[config.mk]
export PLATFORM = sky130hd
export DESIGN_NAME = window_3x3_gen
export DESIGN_NICKNAME = d
export VERILOG_FILES = /design/src/rtl/window_3x3_gen.sv
export SDC_FILE = /design/constraint.sdc
export NUM_CORES = 2
export LEC_CHECK = 0
export BUFFER_PORTS_ARGS = -buffer_cell sky130_fd_sc_hd__buf_2
export CAP_MARGIN = 20
export CORE_MARGIN = 2
export CORE_UTILIZATION = 60
export CTS_CLUSTER_SIZE = 14
export DETAILED_ROUTE_END_ITERATION = 7
export MAX_ROUTING_LAYER = met4
export PLACE_DENSITY = 0.77
export SLEW_MARGIN = 20
export SYNTH_ARGS = -nofsm -noshare
export SYNTH_HDL_FRONTEND = slang
export SYNTH_SLANG_ARGS = --single-unit
[constraint.sdc]
create_clock -name clk -period 8.1 [get_ports clk]
set_input_delay 1.62 -clock clk [delete_from_list [all_inputs] [get_ports clk]]
set_output_delay 1.62 -clock clk [all_outputs]
set_load 0.03 [all_outputs]
[src/rtl/window_3x3_gen.sv]
// window_3x3_gen: builds a sliding 3x3 window over a raster-scanned frame.
// Latency: window for an accepted pixel appears 1 cycle later (2 cycles with WINDOW_3X3_OUT_REG_EN).
// Backpressure: none; t=0 idle cycles freeze counters, window and line buffers.
//
// Optional feature macro: WINDOW_3X3_OUT_REG_EN adds one output register stage.
//
// Ports:
//   clk        - single clock, rising edge
//   rst        - synchronous active-high reset (wins over t)
//   t          - pixel strobe, in_data accepted when high
//   in_data    - raster-order pixel
//   out_data   - 3x3 window [row][col]; [0][*] oldest row, [*][0] oldest column
//   out_valid  - window is a complete interior window (accepted pixel r>=2, c>=2)
//   frame_done - pulses with out_valid for the last pixel of the frame
module window_3x3_gen #(
  parameter int unsigned ELEMENT_WIDTH = 32,
  parameter int unsigned IMG_WIDTH     = 64,
  parameter int unsigned IMG_HEIGHT    = 64
) (
  input  logic                               clk,
  input  logic                               rst,
  input  logic                               t,
  input  logic [ELEMENT_WIDTH-1:0]           in_data,
  output logic [2:0][2:0][ELEMENT_WIDTH-1:0] out_data,
  output logic                               out_valid,
  output logic                               frame_done
);

  localparam int CW = $clog2(IMG_WIDTH);
  localparam int RW = $clog2(IMG_HEIGHT);

  typedef logic [2:0][2:0][ELEMENT_WIDTH-1:0] win_t;

  logic [CW-1:0] col_q, col_d;
  logic [RW-1:0] row_q, row_d;
  win_t          win_q, win_d;
  logic          valid_q, valid_d;
  logic          done_q, done_d;

  // LB1 holds the previous row, LB2 the row before that; never reset.
  logic [ELEMENT_WIDTH-1:0] lb1_q [IMG_WIDTH];
  logic [ELEMENT_WIDTH-1:0] lb2_q [IMG_WIDTH];

  logic last_col, last_row;

  assign last_col = (col_q == CW'(IMG_WIDTH - 1));
  assign last_row = (row_q == RW'(IMG_HEIGHT - 1));

  always_comb begin
    col_d   = col_q;
    row_d   = row_q;
    win_d   = win_q;
    valid_d = 1'b0;
    done_d  = 1'b0;
    if (t) begin
      if (last_col) begin
        col_d = '0;
        row_d = last_row ? '0 : row_q + RW'(1);
      end else begin
        col_d = col_q + CW'(1);
      end
      // Shift left one column, new column enters on the right. Reads see
      // the line-buffer contents from before this cycle's write.
      for (int r = 0; r < 3; r++) begin
        win_d[r][0] = win_q[r][1];
        win_d[r][1] = win_q[r][2];
      end
      win_d[0][2] = lb2_q[col_q];
      win_d[1][2] = lb1_q[col_q];
      win_d[2][2] = in_data;
      // Requiring c>=2 keeps columns from the previous row out of any
      // window reported as valid.
      valid_d = (row_q >= RW'(2)) && (col_q >= CW'(2));
      done_d  = last_row && last_col;
    end
  end

  always_ff @(posedge clk) begin
    if (rst) begin
      col_q   <= '0;
      row_q   <= '0;
      win_q   <= '0;
      valid_q <= 1'b0;
      done_q  <= 1'b0;
    end else begin
      col_q   <= col_d;
      row_q   <= row_d;
      win_q   <= win_d;
      valid_q <= valid_d;
      done_q  <= done_d;
    end
  end

  always_ff @(posedge clk) begin
    if (!rst && t) begin
      lb2_q[col_q] <= lb1_q[col_q];
      lb1_q[col_q] <= in_data;
    end
  end

`ifdef WINDOW_3X3_OUT_REG_EN
  win_t out_data_q;
  logic out_valid_q;
  logic frame_done_q;

  always_ff @(posedge clk) begin
    if (rst) begin
      out_data_q   <= '0;
      out_valid_q  <= 1'b0;
      frame_done_q <= 1'b0;
    end else begin
      out_data_q   <= win_q;
      out_valid_q  <= valid_q;
      frame_done_q <= done_q;
    end
  end

  assign out_data   = out_data_q;
  assign out_valid  = out_valid_q;
  assign frame_done = frame_done_q;
`else
  assign out_data   = win_q;
  assign out_valid  = valid_q;
  assign frame_done = done_q;
`endif

endmodule

## After elaboration in Yosys (flattened, before gate mapping)

Memories as Yosys holds them, arrays and structs flattened. A register that Yosys moved wholly into a read port is not among the register bits.
Cells that the tools add are included.

| word-level totals | value |
|---|---|
| output and inout port bits | 290 |
| bits in registers | 270 |
| bits in writable memories | 4096 |
| input port bits | 35 |
| memories | 2 |

| cells by class | value |
|---|---|
| reductions and logical operators | 6 |
| equality and inequality tests | 2 |
| bitwise operators | 1 |
| multiplexer cells | 6 |
| magnitude comparators | 2 |
| add/sub/neg operators | 2 |

Memory list:

| memory | depth | bits a word | read ports | clocked after memory_dff | write ports | line | text |
|---|---|---|---|---|---|---|---|
| lb1_q | 64 | 32 | 1 | 1 | 1 | 41 | `logic [ELEMENT_WIDTH-1:0] lb1_q [IMG_WIDTH];` |
| lb2_q | 64 | 32 | 1 | 1 | 1 | 42 | `logic [ELEMENT_WIDTH-1:0] lb2_q [IMG_WIDTH];` |

Operators with widths:

| cell | count |
|---|---|
| 6-bit 2-to-1 mux | 4 |
| 6-bit by 1-bit adder with 6-bit output (second input constant) | 2 |
| 6-bit equality test (second input constant) | 2 |
| 6-bit by 2-bit >= comparator with 1-bit output (second input constant) | 2 |
| 1-bit logical AND | 3 |
| 1-bit 2-to-1 mux | 2 |
| 2-bit AND reduction | 1 |
| 2-bit OR reduction | 1 |
| 1-bit logical NOT | 1 |
| 1-bit NOT | 1 |

## Logic depth before layout (Yosys ltp)

| depth | value |
|---|---|
| word-level depth | 4 |
| mapped depth | 10 |
| depth with buffers taken out | 6 |

## Least setup slack after synthesis

Ideal clock, no wire load.

| path | value |
|---|---|
| path type | in2reg |
| start | input t |
| end | memory lb1_q[15][0] (enable) |
| library setup time | 0.487 ns |
| data arrival time | 5.161 ns |
| buffers on the path | 2 |
| stages | 5 |
| slack | 2.453 ns |
| path through | clkbuf_1 > nand3_1 > or2_2 > clkbuf_1 > nor2_1 |

| between the ends | value |
|---|---|
| word-level cells in the longest chain between the ends | 3 |

Ends and longest elaborated chain:

| element | line | text |
|---|---|---|
| start, declared | 22 | `input logic t,` |
| 1-bit logical AND | 95 | `if (!rst && t) begin` |
| 1-bit 2-to-1 mux | 95 |  |
| 1-bit 2-to-1 mux (not written as such) | 97 | `lb1_q[col_q] <= in_data;` |
| end, declared | 41 |  |

No other way between the ends.

==> run_results.csv <==
group,metric,value,unit
setup_path,crit_type,"register to register",
clock_tree,clk-insertion-delay-late,1.00,ns
global_routing,grt_pass1_vias,86176,
synthesis,synth_top_family_by_area,"multiplexers",
status,outcome,"finished clean",
synthesis,synth_xor_xnor_area_share,0.0420,%
pwr,p_sw,10.8,mW
timing,fin_crit_sh,59.1,%
drt,via_count,86821,
floorplanning,core_area,276000,sq um
finish,syn2layout_area_growth,12.9,%
floorplanning,dieArea,282000,sq um
synthesis,synthArstFlopShare,0,%
clock_tree,clock_sinks,4404,
drt,vias_per_cell,6.99,
synthesis,muxShareOfSynthArea,16.2,%
setup_path,critPathRequiredTime,8.72,ns
setup_path,cp.arrival,5.41,ns
timing,finalMaxSlewViolations,0,
pwr,clkPwrFrac,41.6,%
pwr,seqPwrFrac,52.4,%
drt,drc,0,
global_routing,grt_most_used_layer,"met2",
global_routing,met1_usage,42.8,%
floorplanning,ios,325,
finish,nNetsFinal,8391,
clock_tree,cts_buffers,419,
timing,min_period,4.79,ns
timing,clock_skew,0.101,ns
setup_path,crit_path_start_kind,"register",
global_routing,met3_usage,7.89,%
global_routing,grt_max_degree,124,
synthesis,synthSimpleGateAreaFrac,1.54,%
synthesis,yosysTopAreaCell,"edfxtp_1",
min_path,hold_path_class,"register to register",
pwr,p_leak,59.0,nW
global_routing,globalRouteMet2Util,51.0,%
synthesis,synth_warnings,0,
timing,fin_ws,3.31,ns
synthesis,avgSynthCellArea,21.3,sq um
timing,hold_violations,0,
finish,drive_above_1_share,25.6,%
clock_tree,clkTransAtPathRegs,0.06,ns
pwr,ir_drop,217,uV
placed_design,gp_congestion,0.912,
floorplanning,die_w,531,um
drt,wire_per_inst,37.5,um
setup_path,crit_top_cell,"buf_4",
pwr,p_int,37.8,mW
synthesis,yosysSeqAreaShare,77.4,%
global_routing,antenna_found_initial,26,
synthesis,synth-main-ff-cell,"edfxtp_1",
floorplanning,die_y,531,um
clock_tree,h-tree-depth,5,
setup_path,cpMaxStageDelayCell,"dfxtp_4",
timing,maxSlewHeadroom,11.6,%
drt,drt_iter0_drc,13995,
finish,final_cell_mix,"edfxtp_1 (4096), mux2i_1 (831), mux4_2 (824)",
synthesis,synth_edf_count,4096,
synthesis,synthAdderAreaFrac,0.0300,%
timing,rsz0062_at_grt,"no",
synthesis,ys_types,56,
pwr,power.density,258,nW/um^2
timing,tns,0,ns
setup_path,crit_buf_inv,3,
floorplanning,start_util,60.3,%
finish,fin_util,68.1,%
timing,max_slew.worst_pin.slew,1.29,ns
global_routing,gr-usage-all-layers,33.8,%
setup_path,cp-end-kind,"register",
synthesis,synth_cells,7836,
clock_tree,cts-root-buf,"clkbuf_16",
finish,layout_commonest_cell,"edfxtp_1",
placed_design,post-dp-hpwl,262,mm
clock_tree,cts_max_path_buffers,4,
synthesis,synth_area,167000,sq um
synthesis,synth-seq-cells,4404,
floorplanning,row_count,193,
clock_tree,post-cts-setup-buffers,0,
setup_path,worstPathMaxFanout,64,
pwr,pwr-share-comb,6.0,%
timing,fmax,209,MHz
placed_design,place.port_buffers,324,
drt,totalWireLength,466,mm
timing,setup_viol,0,
global_routing,grt_first_pass_wirelength,653,mm
clock_tree,cts_hold_buf,0,
setup_path,crit_chain,"buf_4 > nor2b_4 > buf_4 > a22oi_1 > nand3_1 > nand4_1 > o21a_2 > buf_4",
setup_path,critical_path.top_delay_family,"buffers and inverters",
setup_path,crit_path_max_incr_delay,0.86,ns
pwr,swShare,22.2,%
min_path,hp-start,"out_data[124]",
clock_tree,cts_resized,0,
synthesis,syn_nets,7875,
synthesis,synth_top_area_share,73.7,%
global_routing,grt-ovfl-total,0,
drt,drt_first_pass_iters,8,
flow_run,maxCapViolCount,0,
placed_design,pre_cts_slack,2.60,ns
drt,antenna_left,0,
clock_tree,cts_tree,"yes",
synthesis,yosys-top-cells-area,"edfxtp_1 (74%), mux4_2 (11%), mux2i_1 (5.0%)",
synthesis,synth-compound-area-share,3.42,%
through the flow:
stage	std cells	power (mW)	hold slack (ns)	cell area, sq um
CTS	12410	48.6	0.493	188000
finish	12428	48.5	0.487	188000
floorplan	7836	27.5	0.460	167000
global route	12426	49.5	0.514	188000
detailed placement	11631	28.7	0.476	174000
global placement	11627	28.7	0.467	174000
logic make-up (layout without fill, tap and decap cells):
| family | after synthesis | count (layout) |
|---|---|---|
| xor+xnor | 8 | 8 |
| flops | 4404 | 4404 |
| buf+inv | 481 | 1355 |
| fa+ha+maj | 4 | 4 |
| other cells | 0 | 13 |
| simple gates | 595 | 595 |
| mux | 1667 | 1667 |
| compound gates | 677 | 677 |
metal layers:
metal	vias up	share of wire (%)
met5	-	0
met4	0	6.9
met3	1319	13
met2	6905	47
met1	44794	33
li1	33803	-
synthesized netlist by cell type (all sizes together) (2+ instances only):
master and count:
a41oi 2, ha 4, nand3 84, buf 257, edfxtp 4096, o22ai 95
o21ai 12, a311oi 2, nand4 41, clkbuf 221, o21a 29, nor3 6
o221ai 2, nand2b 2, a211oi 5, a31o 2, xnor2 3, a22o 63
nor2b 14, a32oi 29, o31a 30, mux4 824, o2111ai 20, dfxtp 308
a22oi 228, nand2 44, o22a 30, and2 8, mux2 12, inv 3
a221o 31, o31ai 2, nor2 380, mux2i 831, and3 4, a21oi 2
xor2 5, or3b 3, a221oi 89, nand3b 3
cell type report:
type	instances	area, sq um
clock buffers	541	11400
inverters	3	11.3
well taps	3705	4640
fillers	16209	88100
clock inverters	238	2890
flip-flops and latches	4404	129000
multi-input cells	2951	36100
repair buffers	573	4090
diodes	13	32.5
tightest hold or removal path: cells and delay by family, from the launching register on:
family / cells / cell delay (ns)
DFF: 1 / 0.32
and+or+nand+nor: 1 / 0.07
muxes: 1 / 0.06
registers in the layout (all words and copies together), names as in the netlist, named ones only:
signal,cells
lb1_q,2048
out_data,288
lb2_q,2048
out_valid,1
frame_done,1
col_q,6
row_q,6
power groups by stage:
stage                     logic (mW)  registers (mW)  clock network [mW]
after detailed placement        2.84            25.9                   0
after global placement          2.77            25.9                   0
after floorplan                 1.55            25.9                   0
after CTS                       2.87            25.4                20.3
after global routing            3.00            25.4                21.1
final                           2.90            25.4                20.2
worst paths after layout:
| path | end | cells past startpoint | slack (ns) |
|---|---|---|---|
| max | lb2_q[24][15] | 8 | 3.31 |
| min | out_data[124] | 2 | 0.49 |
| max reg2reg | lb2_q[24][15] | 8 | 3.31 |
| min reg2reg | out_data[124] | 2 | 0.49 |
Power figures use the tool's default switching activity.
